## config.mk

```make
export PLATFORM = sky130hd
export DESIGN_NAME = xy_flit_injector_flat
export DESIGN_NICKNAME = d
export VERILOG_FILES = /design/src/rtl/xy_flit_injector_if.sv /design/src/rtl/xy_flit_injector.sv /design/src/flat_wrapper.sv
export SDC_FILE = /design/constraint.sdc
export NUM_CORES = 1
export LEC_CHECK = 0
export CAP_MARGIN = 15
export CORE_MARGIN = 1.5
export CORE_UTILIZATION = 55
export CTS_BUF_LIST = sky130_fd_sc_hd__clkbuf_4 sky130_fd_sc_hd__clkbuf_8
export DETAILED_ROUTE_END_ITERATION = 12
export GPL_TIMING_DRIVEN = 0
export PLACE_DENSITY = 0.92
export SYNTH_ARGS = -nofsm -noshare
export SYNTH_HDL_FRONTEND = slang
export SYNTH_SLANG_ARGS = --single-unit
```

## constraint.sdc

```tcl
create_clock -name clk -period 5.45 [get_ports clk]
set_input_delay 1.09 -clock clk [delete_from_list [all_inputs] [get_ports clk]]
set_output_delay 1.09 -clock clk [all_outputs]
set_load 0.005 [all_outputs]
```

## src/rtl/xy_flit_injector_if.sv

```systemverilog
// Request, payload, flit and credit signals shared by a packet source,
// the flit injector and the router's local input port.
interface xy_flit_injector_if #(
    parameter int COORD_W = 3,
    parameter int DATA_W  = 16,
    parameter int LEN_W   = 4
);
    logic               req_valid;
    logic               req_ready;
    logic [COORD_W-1:0] req_x;
    logic [COORD_W-1:0] req_y;
    logic [LEN_W-1:0]   req_len;
    logic               pay_valid;
    logic               pay_ready;
    logic [DATA_W-1:0]  pay_data;
    logic               flit_valid;
    logic [DATA_W+1:0]  flit_data;
    logic               credit_ret;

    modport master (
        output req_valid, req_x, req_y, req_len, pay_valid, pay_data, credit_ret,
        input  req_ready, pay_ready, flit_valid, flit_data
    );

    modport slave (
        input  req_valid, req_x, req_y, req_len, pay_valid, pay_data, credit_ret,
        output req_ready, pay_ready, flit_valid, flit_data
    );
endinterface

```

## src/rtl/xy_flit_injector.sv

```systemverilog
// Credit-flow-controlled packet injector for an XY mesh router: emits a head flit
// carrying the lookahead output port, then the body flits with the last one typed tail.
module xy_flit_injector #(
    parameter int COORD_W = 3,
    parameter int DATA_W  = 16,
    parameter int MAX_LEN = 8,
    parameter int LEN_W   = 4,
    parameter int CREDITS = 4,
    parameter int LOCAL_X = 0,
    parameter int LOCAL_Y = 0
) (
    input  logic              clk,
    input  logic              rst,
    xy_flit_injector_if.slave bus,
    output logic              err_req,
    output logic              err_credit,
    output logic              busy
);
    localparam int CNT_W = $clog2(CREDITS + 1);

    localparam logic [1:0]         TYPE_BODY   = 2'b00;
    localparam logic [1:0]         TYPE_HEAD   = 2'b01;
    localparam logic [1:0]         TYPE_TAIL   = 2'b10;
    localparam logic [1:0]         TYPE_SINGLE = 2'b11;
    localparam logic [CNT_W-1:0]   CREDIT_MAX  = CNT_W'(CREDITS);
    localparam logic [CNT_W-1:0]   CNT_ZERO    = CNT_W'(0);
    localparam logic [CNT_W-1:0]   CNT_ONE     = CNT_W'(1);
    localparam logic [LEN_W-1:0]   LEN_MAX     = LEN_W'(MAX_LEN);
    localparam logic [LEN_W-1:0]   LEN_ZERO    = LEN_W'(0);
    localparam logic [LEN_W-1:0]   LEN_ONE     = LEN_W'(1);
    localparam logic [COORD_W-1:0] LX          = COORD_W'(LOCAL_X);
    localparam logic [COORD_W-1:0] LY          = COORD_W'(LOCAL_Y);

    typedef enum logic [1:0] {
        ST_IDLE = 2'd0,
        ST_HEAD = 2'd1,
        ST_BODY = 2'd2
    } state_t;

    state_t             state_r;
    state_t             state_next_s;
    logic [COORD_W-1:0] x_r;
    logic [COORD_W-1:0] y_r;
    logic [LEN_W-1:0]   len_r;
    logic [LEN_W-1:0]   cnt_r;
    logic [LEN_W-1:0]   cnt_next_s;
    logic [2:0]         port_r;
    logic [CNT_W-1:0]   credit_r;
    logic               flit_valid_r;
    logic [DATA_W+1:0]  flit_data_r;
    logic [DATA_W+1:0]  flit_next_s;
    logic               err_req_r;
    logic               err_req_next_s;
    logic               err_credit_r;

    logic               credit_avail_s;
    logic               req_ready_s;
    logic               pay_ready_s;
    logic               req_fire_s;
    logic               req_bad_s;
    logic               pay_fire_s;
    logic               latch_req_s;
    logic               send_s;

    // X-first routing: resolve the X offset before looking at Y.
    function automatic logic [2:0] xy_port(input logic [COORD_W-1:0] dx,
                                           input logic [COORD_W-1:0] dy);
        logic [2:0] p;
        if (dx > LX) begin
            p = 3'd1;
        end else if (dx < LX) begin
            p = 3'd2;
        end else if (dy > LY) begin
            p = 3'd3;
        end else begin
            p = 3'd4;
        end
        return p;
    endfunction

    function automatic logic [DATA_W-1:0] head_payload(input logic [2:0]         p,
                                                       input logic [COORD_W-1:0] hx,
                                                       input logic [COORD_W-1:0] hy,
                                                       input logic [LEN_W-1:0]   hl);
        return DATA_W'({p, hx, hy, hl});
    endfunction

    // Handshake qualifiers; ready signals depend only on registered state and rst.
    always_comb begin
        credit_avail_s = (credit_r != CNT_ZERO);
        req_ready_s    = !rst && (state_r == ST_IDLE);
        pay_ready_s    = !rst && (state_r == ST_BODY) && credit_avail_s;
        req_fire_s     = bus.req_valid && req_ready_s;
        pay_fire_s     = bus.pay_valid && pay_ready_s;
        req_bad_s      = ((bus.req_x == LX) && (bus.req_y == LY)) || (bus.req_len > LEN_MAX);
    end

    assign bus.req_ready  = req_ready_s;
    assign bus.pay_ready  = pay_ready_s;
    assign bus.flit_valid = flit_valid_r;
    assign bus.flit_data  = flit_data_r;
    assign err_req        = err_req_r;
    assign err_credit     = err_credit_r;
    assign busy           = (state_r != ST_IDLE);

    // FSM state register.
    always_ff @(posedge clk) begin
        if (rst) begin
            state_r <= ST_IDLE;
        end else begin
            state_r <= state_next_s;
        end
    end

    // Next-state, flit construction and request checking.
    always_comb begin
        state_next_s   = state_r;
        cnt_next_s     = cnt_r;
        flit_next_s    = flit_data_r;
        latch_req_s    = 1'b0;
        send_s         = 1'b0;
        err_req_next_s = 1'b0;
        case (state_r)
            ST_IDLE: begin
                if (req_fire_s) begin
                    if (req_bad_s) begin
                        err_req_next_s = 1'b1;
                    end else begin
                        latch_req_s  = 1'b1;
                        state_next_s = ST_HEAD;
                    end
                end else begin
                    state_next_s = ST_IDLE;
                end
            end
            ST_HEAD: begin
                if (credit_avail_s) begin
                    send_s     = 1'b1;
                    cnt_next_s = LEN_ZERO;
                    if (len_r == LEN_ZERO) begin
                        flit_next_s  = {TYPE_SINGLE, head_payload(port_r, x_r, y_r, len_r)};
                        state_next_s = ST_IDLE;
                    end else begin
                        flit_next_s  = {TYPE_HEAD, head_payload(port_r, x_r, y_r, len_r)};
                        state_next_s = ST_BODY;
                    end
                end else begin
                    state_next_s = ST_HEAD;
                end
            end
            ST_BODY: begin
                if (pay_fire_s) begin
                    send_s     = 1'b1;
                    cnt_next_s = cnt_r + LEN_ONE;
                    if ((cnt_r + LEN_ONE) == len_r) begin
                        flit_next_s  = {TYPE_TAIL, bus.pay_data};
                        state_next_s = ST_IDLE;
                    end else begin
                        flit_next_s  = {TYPE_BODY, bus.pay_data};
                        state_next_s = ST_BODY;
                    end
                end else begin
                    state_next_s = ST_BODY;
                end
            end
            default: begin
                state_next_s = ST_IDLE;
            end
        endcase
    end

    // Packet descriptor captured at request acceptance, plus the body counter.
    always_ff @(posedge clk) begin
        if (rst) begin
            x_r    <= {COORD_W{1'b0}};
            y_r    <= {COORD_W{1'b0}};
            len_r  <= LEN_ZERO;
            port_r <= 3'd0;
            cnt_r  <= LEN_ZERO;
        end else begin
            if (latch_req_s) begin
                x_r    <= bus.req_x;
                y_r    <= bus.req_y;
                len_r  <= bus.req_len;
                port_r <= xy_port(bus.req_x, bus.req_y);
            end
            cnt_r <= cnt_next_s;
        end
    end

    // Output registers: flit strobe pulses once per send, data holds between flits.
    always_ff @(posedge clk) begin
        if (rst) begin
            flit_valid_r <= 1'b0;
            flit_data_r  <= {(DATA_W + 2){1'b0}};
            err_req_r    <= 1'b0;
        end else begin
            flit_valid_r <= send_s;
            flit_data_r  <= flit_next_s;
            err_req_r    <= err_req_next_s;
        end
    end

    // Credit counter; a return with no room left saturates and raises the sticky error.
    always_ff @(posedge clk) begin
        if (rst) begin
            credit_r     <= CREDIT_MAX;
            err_credit_r <= 1'b0;
        end else begin
            case ({bus.credit_ret, send_s})
                2'b10: begin
                    if (credit_r == CREDIT_MAX) begin
                        err_credit_r <= 1'b1;
                    end else begin
                        credit_r <= credit_r + CNT_ONE;
                    end
                end
                2'b01:   credit_r <= credit_r - CNT_ONE;
                default: credit_r <= credit_r;
            endcase
        end
    end
endmodule

```

## src/flat_wrapper.sv

```systemverilog
// flat-port wrapper written by rule: the top's interface ports become plain ports
module xy_flit_injector_flat 
#(
    parameter int COORD_W = 3,
    parameter int DATA_W  = 16,
    parameter int MAX_LEN = 8,
    parameter int LEN_W   = 4,
    parameter int CREDITS = 4,
    parameter int LOCAL_X = 0,
    parameter int LOCAL_Y = 0
)
  (clk, rst, err_req, err_credit, busy, bus_req_valid, bus_req_x, bus_req_y, bus_req_len, bus_pay_valid, bus_pay_data, bus_credit_ret, bus_req_ready, bus_pay_ready, bus_flit_valid, bus_flit_data);
  xy_flit_injector_if #(.COORD_W(COORD_W), .DATA_W(DATA_W), .LEN_W(LEN_W)) bus_i ();
  input  logic clk;
  input  logic rst;
  output logic err_req;
  output logic err_credit;
  output logic busy;
  input wire logic [$bits(bus_i.req_valid)-1:0] bus_req_valid;
  input wire logic [$bits(bus_i.req_x)-1:0] bus_req_x;
  input wire logic [$bits(bus_i.req_y)-1:0] bus_req_y;
  input wire logic [$bits(bus_i.req_len)-1:0] bus_req_len;
  input wire logic [$bits(bus_i.pay_valid)-1:0] bus_pay_valid;
  input wire logic [$bits(bus_i.pay_data)-1:0] bus_pay_data;
  input wire logic [$bits(bus_i.credit_ret)-1:0] bus_credit_ret;
  output wire logic [$bits(bus_i.req_ready)-1:0] bus_req_ready;
  output wire logic [$bits(bus_i.pay_ready)-1:0] bus_pay_ready;
  output wire logic [$bits(bus_i.flit_valid)-1:0] bus_flit_valid;
  output wire logic [$bits(bus_i.flit_data)-1:0] bus_flit_data;
  assign bus_i.req_valid = bus_req_valid;
  assign bus_i.req_x = bus_req_x;
  assign bus_i.req_y = bus_req_y;
  assign bus_i.req_len = bus_req_len;
  assign bus_i.pay_valid = bus_pay_valid;
  assign bus_i.pay_data = bus_pay_data;
  assign bus_i.credit_ret = bus_credit_ret;
  assign bus_req_ready = bus_i.req_ready;
  assign bus_pay_ready = bus_i.pay_ready;
  assign bus_flit_valid = bus_i.flit_valid;
  assign bus_flit_data = bus_i.flit_data;
  xy_flit_injector #(.COORD_W(COORD_W), .DATA_W(DATA_W), .MAX_LEN(MAX_LEN), .LEN_W(LEN_W), .CREDITS(CREDITS), .LOCAL_X(LOCAL_X), .LOCAL_Y(LOCAL_Y)) u_core (.clk(clk), .rst(rst), .bus(bus_i), .err_req(err_req), .err_credit(err_credit), .busy(busy));
endmodule
```

==> flow_summary.toml <==
[run_status]
status = "finished clean"

[pwr]
p_comb_frac = 0.184
seqPwrFrac = 0.464
clkPwrFrac = 0.352
p_per_area_nw_per_um2 = 252
p_leak_uw = 0.00103
swShare = 0.246
ir_drop_v = 0.000227
p_int_uw = 552
switching_power_uw = 180

[critical_path]
worstSetupPathType = "in2out"
crit_arrival_ps = 2890
cp.required_ps = 4360
cp_top_family = "buffers and inverters"
crit_path_frequent_cell = "clkdlybuf4s50_1"
crit_path_start_kind = "input pin"
critPathSlowestCell = "clkdlybuf4s50_1"
crit_path_max_incr_delay_ps = 560
cp_cell_sequence = "clkdlybuf4s50_1 -> clkbuf_1 -> nor3b_1 -> clkdlybuf4s50_1"
crit_path_max_fanout = 10
cp.buffers_inverters = 3
crit_path_end_kind = "primary output"

[synthesis]
synth_top_cell_area_share = 0.394
synth_flop_cell = "dfxtp_1"
yosysTopAreaCell = "dfxtp_1"
synth_area_um2 = 2180
synthCells = 224
synth_area_leaders = "dfxtp_1 39%, mux2i_1 11%, a211oi_2 8.6%, nor2_1 6.7%, buf_6 3.1%"
synth-edff-count = 0
ys_warn_count = 0
synth_commonest_cells = "43 x dfxtp_1, 39 x nor2_1, 25 x mux2i_1"
avgSynthCellArea_um2 = 9.75
seq_area_frac_synth = 0.394
syn-num-nets = 261
ys_types = 48
async_flop_share = 0
synth.most_common_cell = "dfxtp_1"
ys_ff_latch = 43

[drt]
top_layer_used = "met4"
wl_met1_um = 2200
drc = 0
vias = 1898
drtIter0Drc = 89
wl_per_cell_um = 15.6
wl_met2_um = 2600
antenna_left = 0
dr.pass1.iters = 4
drt_wl_total_um = 5200
wl_met3_um = 337
vias_per_cell = 5.68

[sta]
finalCritPeriodShare = 0.730
min_period_ps = 3980
relSlewSlack = 0.500
tightest_slew_ps = 750
fin_worst_skew_ps = 6.36
slew_violations = 0
tns_ps = 0
setup_slack_ps = 1470
max_freq_mhz = 251
hold_violations = 0
rsz0062_at_grt = "no"
setup_violations = 0

[place]
preCtsSetupSlack_ps = 1510
dp_cells = 326
gp_congestion = 0.805
dp_hpwl_um = 3770
port_buffers = 54

[layout]
final_util = 0.775
fillers = 262
diodes = 0
drive_above_1_share = 0.129
area_growth_pct = 32.9
nets = 322
seq_area_um2 = 861
multi_input_comb_area_um2 = 1190
fin_cells = 334

[global_routing]
grt_max_degree = 14
grt_overflow = 0
grtUsageTotal = 0.246
grt_pass1_wl_um = 8250
grt_pass1_vias = 1819
antenna_found_initial = 0

[run]
maxCapViolCount = 0

[clocking]
htree_levels = 2
postCtsSetupBuffers = 0
root_buffer = "clkbuf_8"
postCtsHoldBufs = 0
cts_buffers = 5
max-clock-path-buffers = 2
numClockSinks = 43
clk_latency_ps = 300
ctsResizeCount = 0
clkTransAtPathRegs_ps = 80
cts_tree = "yes"

[worst_hold_path]
hp-class = "reg2reg"

[floorplan]
die_y_um = 66.0
fp.dieW_um = 66.0
ioPinCount = 55
start_util = 0.583
fp.coreArea_um2 = 3740
dieArea_um2 = 4360
num_rows = 22
==> worst register-to-register path, stage by stage (launching register included) <==
cell,delay (ps)
dfxtp_1,400
inv_1,90
ha_1,210
buf_6,150
and3b_1,210
o2111ai_1,290
fa_1,470
or2_2,280
o32ai_1,100
==> cell families after synthesis <==
family	after synthesis	synth area share
and+or+nand+nor	80	0.183
DFF	43	0.394
AOI/OAI and AO/OA	41	0.170
muxes	27	0.125
buffers and inverters	21	0.0596
xor gates and xnor gates	6	0.0304
adders and majority gates	6	0.0378
==> metal layers <==
layer  track usage  vias up
met5             0        -
li1              -      923
met2         0.443       71
met1         0.294      895
met3        0.0528        9
met4        0.0714        0
==> power by group through the flow <==
| stage | Combinational [uW] | Clock (uW) | Sequential, uW |
|---|---|---|---|
| 2_1_floorplan | 70.0 | 0 | 346 |
| 3_3_place_gp | 130 | 0 | 346 |
| 3_5_place_dp | 134 | 0 | 347 |
| 4_1_cts | 135 | 258 | 340 |
| 5_1_grt | 145 | 273 | 342 |
| 6_report | 135 | 258 | 340 |
==> layout by cell type (no fill, tap or decap), drive strengths merged, types with 2 or more instances in the layout <==
cell            n
clkdlybuf4s50  54
dfxtp          43
nor2           39
mux2i          25
a211oi         15
clkbuf         10
a21oi           9
buf             9
inv             8
nor3            7
nand2           7
nand3           6
ha              5
xnor2           4
nor3b           3
nand2b          3
o32ai           3
nand3b          2
nor2b           2
and3b           2
a22oi           2
o21ai           2
mux2            2
==> stage by stage <==
stage | area [um^2] | hold slack [ps] | power [uW]
after global placement | 2780 | 445 | 476
final | 2900 | 457 | 732
after floorplan | 2180 | 440 | 416
after detailed placement | 2780 | 446 | 481
after global routing | 2900 | 483 | 760
after CTS | 2900 | 461 | 732
==> flip-flops by register name, summed over array words and instances, names as in the netlist <==
signal and flops:
u_core.bus.flit_data 18, u_core.cnt_r 4, u_core.len_r 4, u_core.credit_r 3, u_core.port_r 3, u_core.x_r 3, u_core.y_r 3, u_core.state_r 2
u_core.bus.flit_valid 1, u_core.err_credit 1, u_core.err_req 1
==> final cells by class <==
| class | count | area share |
|---|---|---|
| sequential | 43 | 0.297 |
| tap | 48 | 0.0207 |
| buffer | 13 | 0.0345 |
| timing repair buffer | 54 | 0.186 |
| inverter | 8 | 0.0103 |
| multi-input combinational | 160 | 0.411 |
| clock buffer | 6 | 0.0285 |
| clock inverter | 2 | 0.0121 |
==> worst paths after layout <==
kind,startpoint,to,slack [ps],cells after the start
hold / removal,u_core.bus.flit_data[13]$_SDFFE_PP0P_,u_core.bus.flit_data[13]$_SDFFE_PP0P_,460,2
setup reg to reg,u_core.state_r[0]$_SDFFE_PP0P_,u_core.credit_r[1]$_SDFFE_PP0P_,3160,8
hold reg to reg,u_core.bus.flit_data[13]$_SDFFE_PP0P_,u_core.bus.flit_data[13]$_SDFFE_PP0P_,460,2
setup / recovery,rst,bus_pay_ready,1470,4
Power figures use the tool's default switching activity.
